File: config.mk
export PLATFORM = sky130hd
export DESIGN_NAME = pp_colop_flat
export DESIGN_NICKNAME = d
export VERILOG_FILES = /design/src/rtl/pp_colop_if.sv /design/src/rtl/pp_colop.sv /design/src/flat_wrapper.sv
export SDC_FILE = /design/constraint.sdc
export NUM_CORES = 2
export LEC_CHECK = 0
export CAP_MARGIN = 20
export CORE_ASPECT_RATIO = 2
export CORE_MARGIN = 3
export CORE_UTILIZATION = 50
export DETAILED_ROUTE_END_ITERATION = 7
export HOLD_SLACK_MARGIN = 0.15
export PLACE_DENSITY = 0.67
export SLEW_MARGIN = 20
export SYNTH_ARGS = -nofsm -noshare
export SYNTH_HDL_FRONTEND = slang
export SYNTH_SLANG_ARGS = --single-unit
File: constraint.sdc
create_clock -name clk -period 13.3 [get_ports clk]
set_input_delay 1.995 -clock clk [delete_from_list [all_inputs] [get_ports clk]]
set_output_delay 1.995 -clock clk [all_outputs]
set_load 0.01 [all_outputs]
File: src/rtl/pp_colop_if.sv
// Handshake bundle between the column stream reader, pp_colop and the result writer.
// The master modport is the side that feeds beats and drains results.
interface pp_colop_if #(
  parameter int NUM_SIZE = 32,
  parameter int CMD_W    = 4
);
  logic                       in_valid;
  logic                       in_ready;
  logic [CMD_W-1:0]           cmd;
  logic signed [NUM_SIZE-1:0] in1;
  logic signed [NUM_SIZE-1:0] in2;
  logic                       last;
  logic                       out_valid;
  logic                       out_ready;
  logic signed [NUM_SIZE-1:0] out;
  logic                       sat;
  logic                       err;

  modport master (
    output in_valid, cmd, in1, in2, last, out_ready,
    input  in_ready, out_valid, out, sat, err
  );

  modport slave (
    input  in_valid, cmd, in1, in2, last, out_ready,
    output in_ready, out_valid, out, sat, err
  );
endinterface

File: src/rtl/pp_colop.sv
// Fixed-point column-operation unit: element-wise ops and SUM/CNT reductions
// on signed Q-format operands, with saturation and a single output register.
module pp_colop #(
  parameter int NUM_SIZE  = 32,
  parameter int FRAC_BITS = 16,
  parameter int CMD_W     = 4
) (
  input logic      clk,
  input logic      reset,
  pp_colop_if.slave bus
);

  localparam int PW = 2 * NUM_SIZE;

  localparam logic [CMD_W-1:0] OP_NOOP  = CMD_W'(0);
  localparam logic [CMD_W-1:0] OP_ADD   = CMD_W'(1);
  localparam logic [CMD_W-1:0] OP_SUB   = CMD_W'(2);
  localparam logic [CMD_W-1:0] OP_MUL   = CMD_W'(3);
  localparam logic [CMD_W-1:0] OP_MIN   = CMD_W'(4);
  localparam logic [CMD_W-1:0] OP_MAX   = CMD_W'(5);
  localparam logic [CMD_W-1:0] OP_CMPGT = CMD_W'(6);
  localparam logic [CMD_W-1:0] OP_SUM   = CMD_W'(7);
  localparam logic [CMD_W-1:0] OP_CNT   = CMD_W'(8);

  localparam logic [0:0] ST_IDLE  = 1'b0;
  localparam logic [0:0] ST_ACCUM = 1'b1;

  localparam logic signed [NUM_SIZE-1:0] S_MAX  = {1'b0, {(NUM_SIZE-1){1'b1}}};
  localparam logic signed [NUM_SIZE-1:0] S_MIN  = {1'b1, {(NUM_SIZE-1){1'b0}}};
  localparam logic signed [NUM_SIZE-1:0] S_ZERO = '0;
  localparam logic signed [NUM_SIZE-1:0] S_ONE  = NUM_SIZE'(1);

  // Returns {sat, value}: clamps an (N+1)-bit sum/difference to N bits.
  function automatic logic [NUM_SIZE:0] sat_add_w(input logic signed [NUM_SIZE:0] w);
    if (w[NUM_SIZE] != w[NUM_SIZE-1])
      return {1'b1, (w[NUM_SIZE] ? S_MIN : S_MAX)};
    return {1'b0, w[NUM_SIZE-1:0]};
  endfunction

  // Returns {sat, value}: clamps a shifted 2N-bit product to N bits.
  function automatic logic [NUM_SIZE:0] sat_mul_w(input logic signed [PW-1:0] w);
    logic [NUM_SIZE:0] hi;
    hi = w[PW-1:NUM_SIZE-1];
    if ((&hi) || !(|hi))
      return {1'b0, w[NUM_SIZE-1:0]};
    return {1'b1, (w[PW-1] ? S_MIN : S_MAX)};
  endfunction

  logic [0:0]                 state_q, state_d;
  logic [CMD_W-1:0]           op_q, op_d;
  logic signed [NUM_SIZE-1:0] acc_q, acc_d;
  logic                       acc_sat_q, acc_sat_d;

  logic                       vld_p1, vld_d;
  logic signed [NUM_SIZE-1:0] out_p1, out_d;
  logic                       sat_p1, sat_d;
  logic                       err_p1, err_d;

  logic                       in_ready;
  logic                       accept;
  logic signed [NUM_SIZE:0]   add_w, sub_w, acc_w;
  logic signed [PW-1:0]       prod_w, mul_w;
  logic [NUM_SIZE:0]          add_r, sub_r, mul_r, acc_r;
  logic signed [NUM_SIZE-1:0] cnt_inc, red_val;
  logic                       red_sat;

  assign in_ready = !vld_p1 || bus.out_ready;
  assign accept   = bus.in_valid && in_ready;

  assign add_w  = $signed({bus.in1[NUM_SIZE-1], bus.in1}) + $signed({bus.in2[NUM_SIZE-1], bus.in2});
  assign sub_w  = $signed({bus.in1[NUM_SIZE-1], bus.in1}) - $signed({bus.in2[NUM_SIZE-1], bus.in2});
  assign prod_w = $signed({{NUM_SIZE{bus.in1[NUM_SIZE-1]}}, bus.in1})
                * $signed({{NUM_SIZE{bus.in2[NUM_SIZE-1]}}, bus.in2});
  assign mul_w  = prod_w >>> FRAC_BITS;
  assign acc_w  = $signed({acc_q[NUM_SIZE-1], acc_q}) + $signed({bus.in1[NUM_SIZE-1], bus.in1});

  assign add_r = sat_add_w(add_w);
  assign sub_r = sat_add_w(sub_w);
  assign mul_r = sat_mul_w(mul_w);
  assign acc_r = sat_add_w(acc_w);

  // CNT shares the accumulator and clamps at MAX without flagging sat.
  assign cnt_inc = (acc_q == S_MAX) ? S_MAX : acc_q + S_ONE;
  assign red_val = (op_q == OP_SUM) ? $signed(acc_r[NUM_SIZE-1:0]) : cnt_inc;
  assign red_sat = (op_q == OP_SUM) && (acc_sat_q || acc_r[NUM_SIZE]);

  always_comb begin
    state_d   = state_q;
    op_d      = op_q;
    acc_d     = acc_q;
    acc_sat_d = acc_sat_q;
    vld_d     = vld_p1 && !bus.out_ready;
    out_d     = out_p1;
    sat_d     = sat_p1;
    err_d     = 1'b0;
    if (accept) begin
      if (state_q == ST_IDLE) begin
        case (bus.cmd)
          OP_NOOP: ;
          OP_ADD: begin
            vld_d = 1'b1;
            {sat_d, out_d} = add_r;
          end
          OP_SUB: begin
            vld_d = 1'b1;
            {sat_d, out_d} = sub_r;
          end
          OP_MUL: begin
            vld_d = 1'b1;
            {sat_d, out_d} = mul_r;
          end
          OP_MIN: begin
            vld_d = 1'b1;
            sat_d = 1'b0;
            out_d = (bus.in1 < bus.in2) ? bus.in1 : bus.in2;
          end
          OP_MAX: begin
            vld_d = 1'b1;
            sat_d = 1'b0;
            out_d = (bus.in1 > bus.in2) ? bus.in1 : bus.in2;
          end
          OP_CMPGT: begin
            vld_d = 1'b1;
            sat_d = 1'b0;
            out_d = (bus.in1 > bus.in2) ? S_ONE : S_ZERO;
          end
          OP_SUM, OP_CNT: begin
            if (bus.last) begin
              vld_d = 1'b1;
              sat_d = 1'b0;
              out_d = (bus.cmd == OP_SUM) ? bus.in1 : S_ONE;
            end else begin
              state_d   = ST_ACCUM;
              op_d      = bus.cmd;
              acc_d     = (bus.cmd == OP_SUM) ? bus.in1 : S_ONE;
              acc_sat_d = 1'b0;
            end
          end
          default: err_d = 1'b1;
        endcase
      end else if (bus.cmd == op_q) begin
        if (bus.last) begin
          vld_d     = 1'b1;
          out_d     = red_val;
          sat_d     = red_sat;
          state_d   = ST_IDLE;
          acc_d     = S_ZERO;
          acc_sat_d = 1'b0;
        end else begin
          acc_d     = red_val;
          acc_sat_d = red_sat;
        end
      end else begin
        // Mismatch, NOOP or illegal opcode mid-reduction: drop everything.
        err_d     = 1'b1;
        state_d   = ST_IDLE;
        acc_d     = S_ZERO;
        acc_sat_d = 1'b0;
      end
    end
  end

  // Stage p1: registered result, reduction state
  always_ff @(posedge clk) begin
    if (reset) begin
      state_q   <= ST_IDLE;
      op_q      <= OP_NOOP;
      acc_q     <= S_ZERO;
      acc_sat_q <= 1'b0;
      vld_p1    <= 1'b0;
      out_p1    <= S_ZERO;
      sat_p1    <= 1'b0;
      err_p1    <= 1'b0;
    end else begin
      state_q   <= state_d;
      op_q      <= op_d;
      acc_q     <= acc_d;
      acc_sat_q <= acc_sat_d;
      vld_p1    <= vld_d;
      out_p1    <= out_d;
      sat_p1    <= sat_d;
      err_p1    <= err_d;
    end
  end

  assign bus.in_ready  = in_ready;
  assign bus.out_valid = vld_p1;
  assign bus.out       = out_p1;
  assign bus.sat       = sat_p1;
  assign bus.err       = err_p1;

endmodule

File: src/flat_wrapper.sv
// flat-port wrapper written by rule: the top's interface ports become plain ports
module pp_colop_flat 
#(
  parameter int NUM_SIZE  = 32,
  parameter int FRAC_BITS = 16,
  parameter int CMD_W     = 4
)
  (clk, reset, bus_in_valid, bus_cmd, bus_in1, bus_in2, bus_last, bus_out_ready, bus_in_ready, bus_out_valid, bus_out, bus_sat, bus_err);
  pp_colop_if #(.NUM_SIZE(NUM_SIZE), .CMD_W(CMD_W)) bus_i ();
  input logic clk;
  input logic reset;
  input wire logic [$bits(bus_i.in_valid)-1:0] bus_in_valid;
  input wire logic [$bits(bus_i.cmd)-1:0] bus_cmd;
  input wire logic [$bits(bus_i.in1)-1:0] bus_in1;
  input wire logic [$bits(bus_i.in2)-1:0] bus_in2;
  input wire logic [$bits(bus_i.last)-1:0] bus_last;
  input wire logic [$bits(bus_i.out_ready)-1:0] bus_out_ready;
  output wire logic [$bits(bus_i.in_ready)-1:0] bus_in_ready;
  output wire logic [$bits(bus_i.out_valid)-1:0] bus_out_valid;
  output wire logic [$bits(bus_i.out)-1:0] bus_out;
  output wire logic [$bits(bus_i.sat)-1:0] bus_sat;
  output wire logic [$bits(bus_i.err)-1:0] bus_err;
  assign bus_i.in_valid = bus_in_valid;
  assign bus_i.cmd = bus_cmd;
  assign bus_i.in1 = bus_in1;
  assign bus_i.in2 = bus_in2;
  assign bus_i.last = bus_last;
  assign bus_i.out_ready = bus_out_ready;
  assign bus_in_ready = bus_i.in_ready;
  assign bus_out_valid = bus_i.out_valid;
  assign bus_out = bus_i.out;
  assign bus_sat = bus_i.sat;
  assign bus_err = bus_i.err;
  pp_colop #(.NUM_SIZE(NUM_SIZE), .FRAC_BITS(FRAC_BITS), .CMD_W(CMD_W)) u_core (.clk(clk), .reset(reset), .bus(bus_i));
endmodule
==> results.json <==
{
  "path_clk_slew_ns": 0.06,
  "ys_seq_elements": 73,
  "met1_length_microns": 54960,
  "synth.distinct_cells": 86,
  "min_path_type": "reg2reg",
  "required_ns": 13.56,
  "chipWidth_microns": 221.0,
  "antenna_found_initial": 14,
  "clk_latency_ns": 0.35,
  "final_nets": 6680,
  "yosysWarnings": 0,
  "synth_top_cell_by_area": "fa_1",
  "port_buffers": 108,
  "avgSynthCellArea_sq_um": 8.726,
  "hold_buffers": 0,
  "fin_crit_sh": 0.9404,
  "detail_route.wl_per_cell_microns": 28.45,
  "highest-signal-layer": "met5",
  "ys_seq_area_frac": 0.03161,
  "tightest_slew_ns": 1.184,
  "grt_pass1_wl_microns": 271500,
  "num_io_pins": 109,
  "cp_slowest_cell": "fa_1",
  "grt_overflow": 0,
  "hold_viol_final": 0,
  "cp_max_fo": 12,
  "met2_length_microns": 92360,
  "yosys_most_used_dff": "dfxtp_1",
  "end_kind": "flop",
  "wl_met3_microns": 10970,
  "dp_hpwl_microns": 150600,
  "num_vias": 39490,
  "critical_path.max_stage_delay_ns": 0.89,
  "cts_setup_buffers": 0,
  "numClockSinks": 73,
  "coreArea_sq_um": 91540,
  "max_freq_mhz": 79.95,
  "syn_inst": 5299,
  "die_h_microns": 436.1,
  "row_count": 157,
  "rr_worst_depth": 13,
  "fin_crit_ns": 12.51,
  "start_util": 0.5051,
  "grt_pass1_vias": 43690,
  "layout-drive-gt1-share": 0.03733,
  "synth_nets": 6734,
  "die_area_sq_um": 96380,
  "cts_resized": 0,
  "routabilityCongestion": 1.048,
  "crit_path_start_kind": "input pin",
  "drt-total-wl_microns": 183500,
  "synth.area.top_cells": "fa_1 47%, inv_1 8.2%, ha_1 7.5%, and2_1 6.2%, nand2_1 5.1%",
  "drv_cap": 0,
  "grt_use_total": 0.3826,
  "postSynth.asyncResetShare": 0,
  "outcome": "completed",
  "clockBufferDepth": 2,
  "synthToLayoutAreaGrowth_pct": 5.821,
  "synth_top_area_share": 0.4693,
  "cts_buffers": 9,
  "slew_headroom": 0.2079,
  "finalSetupViolations": 0,
  "htree_levels": 3,
  "firstDrtPassIters": 7,
  "path_class": "in2reg",
  "root_buffer": "clkbuf_16",
  "grt_max_degree": 59,
  "cts_tree": "yes",
  "avgViaCountPerCell": 6.123,
  "hold_depth": 2,
  "fin_skew_ns": 0.01050,
  "cpMostUsedCell": "fa_1",
  "antenna_left": 0,
  "drcViolationCount": 0,
  "netlist_area_sq_um": 46240,
  "drt_iter0_markers": 2758,
  "rsz0062_at_grt": "no",
  "synth_edf_count": 0,
  "final_max_slew_viol_count": 0,
  "critPathArrivalTime_ns": 12.76,
  "fin_tns_setup_ns": 0
}
## synth_stat cells (15+ instances only)
master	count
a211oi_1	15
a21o_1	48
a21oi_1	239
a221oi_1	47
a222oi_1	25
a22oi_1	16
a31oi_1	36
and2_1	461
and3_1	21
clkbuf_1	277
dfxtp_1	73
fa_1	1084
ha_1	278
inv_1	1014
nand2_1	627
nand2b_1	28
nand3_1	45
nand4_1	30
nor2_1	237
nor2b_1	18
nor3_1	41
nor4_1	23
o211ai_1	18
o21a_1	34
o21ai_0	112
o21bai_1	35
o31ai_1	16
or3_1	21
xnor2_1	108
xor2_1	58
## cell families (layout without fill, tap and decap cells)
logic type                 Yosys count  in the layout  synth area share
adders and majority gates         1362           1362            0.5446
xor gates and xnor gates           166            166           0.03144
DFF                                 73             73           0.03161
other                                0              8                 0
AOI/OAI and AO/OA                  779            779            0.1142
and+or+nand+nor                   1594           1594            0.1685
muxes                               12             12          0.002652
buffers and inverters             1313           1264            0.1070
## final cells by class
class,instances,area (sq um)
clock inverter,7,77.57
sequential,73,1461
multi-input combinational,3913,39900
timing repair buffer,230,1932
clock buffer,9,225.2
fill,8595,42610
inverter,1018,3825
antenna,8,20.02
tap,1192,1491
## placed cells by master (no fill, tap or decap), types with 11 or more instances in the layout
cell | netlist | layout
a211oi_1 | 15 | 15
a21o_1 | 48 | 48
a21oi_1 | 239 | 237
a221oi_1 | 47 | 45
a222oi_1 | 25 | 25
a22oi_1 | 16 | 16
a31oi_1 | 36 | 36
and2_1 | 461 | 461
and3_1 | 21 | 21
and4_1 | 12 | 12
buf_2 | 12 | 19
buf_4 | 1 | 118
clkdlybuf4s50_1 | 0 | 91
dfxtp_1 | 73 | 73
fa_1 | 1084 | 1083
ha_1 | 278 | 278
inv_1 | 1014 | 1013
nand2_1 | 627 | 627
nand2b_1 | 28 | 28
nand3_1 | 45 | 45
nand4_1 | 30 | 30
nor2_1 | 237 | 236
nor2b_1 | 18 | 18
nor3_1 | 41 | 41
nor4_1 | 23 | 22
o211ai_1 | 18 | 18
o21a_1 | 34 | 34
o21ai_0 | 112 | 112
o21bai_1 | 35 | 34
o221ai_1 | 11 | 11
o31ai_1 | 16 | 16
or3_1 | 21 | 21
xnor2_1 | 108 | 108
xor2_1 | 58 | 58
## flip-flops by register name, indices dropped and copies added, names as in the netlist
| name | count |
|---|---|
| u_core.acc_q | 32 |
| u_core.bus.sat | 1 |
| u_core.state_q | 1 |
| u_core.bus.out | 32 |
| u_core.op_q | 4 |
| u_core.acc_sat_q | 1 |
| u_core.bus.out_valid | 1 |
| u_core.bus.err | 1 |
## metal layers
layer / global-route usage / vias up
met5: 0 / -
met4: 0.4046 / 4
met3: 0.05932 / 890
met2: 0.6759 / 1899
met1: 0.3605 / 20330
li1: - / 16380
## worst max-delay path, delay by kind of cell
kind	cells	cell delay, ns
AO/OA/AOI/OAI	7	2.24
adder cells (fa/ha/maj)	9	4.99
buffers and inverters	7	1.95
AND/OR/NAND/NOR	5	1.58
## metrics by stage
| stage | area [sq um] | hold WS (ns) | instances | util | setup WS, ns |
|---|---|---|---|---|---|
| global placement | 48590 | 0.4879 | 6424 | 0.5308 | 0.5455 |
| detailed placement | 48580 | 0.4864 | 6424 | 0.5307 | 0.3278 |
| finish | 48930 | 0.5087 | 6450 | 0.5345 | 0.7927 |
| global route | 48910 | 0.5305 | 6444 | 0.5343 | 0.1516 |
| CTS | 48880 | 0.4942 | 6440 | 0.5340 | 0.6433 |
| floorplan | 46240 | 0.4718 | 5299 | - | 2.231 |
## worst paths after layout
kind,from,endpoint,slack (ns)
max,bus_in1[31],u_core.bus.out[23],0.79
max reg2reg,u_core.acc_q[1],u_core.bus.out[29],8.76
min,u_core.bus.out[31],u_core.bus.out[31],0.51
min reg2reg,u_core.bus.out[31],u_core.bus.out[31],0.51
Power is left out: the tool's default activity adds up to more than one toggle a clock period on the data nets, which glitch-free logic cannot reach.
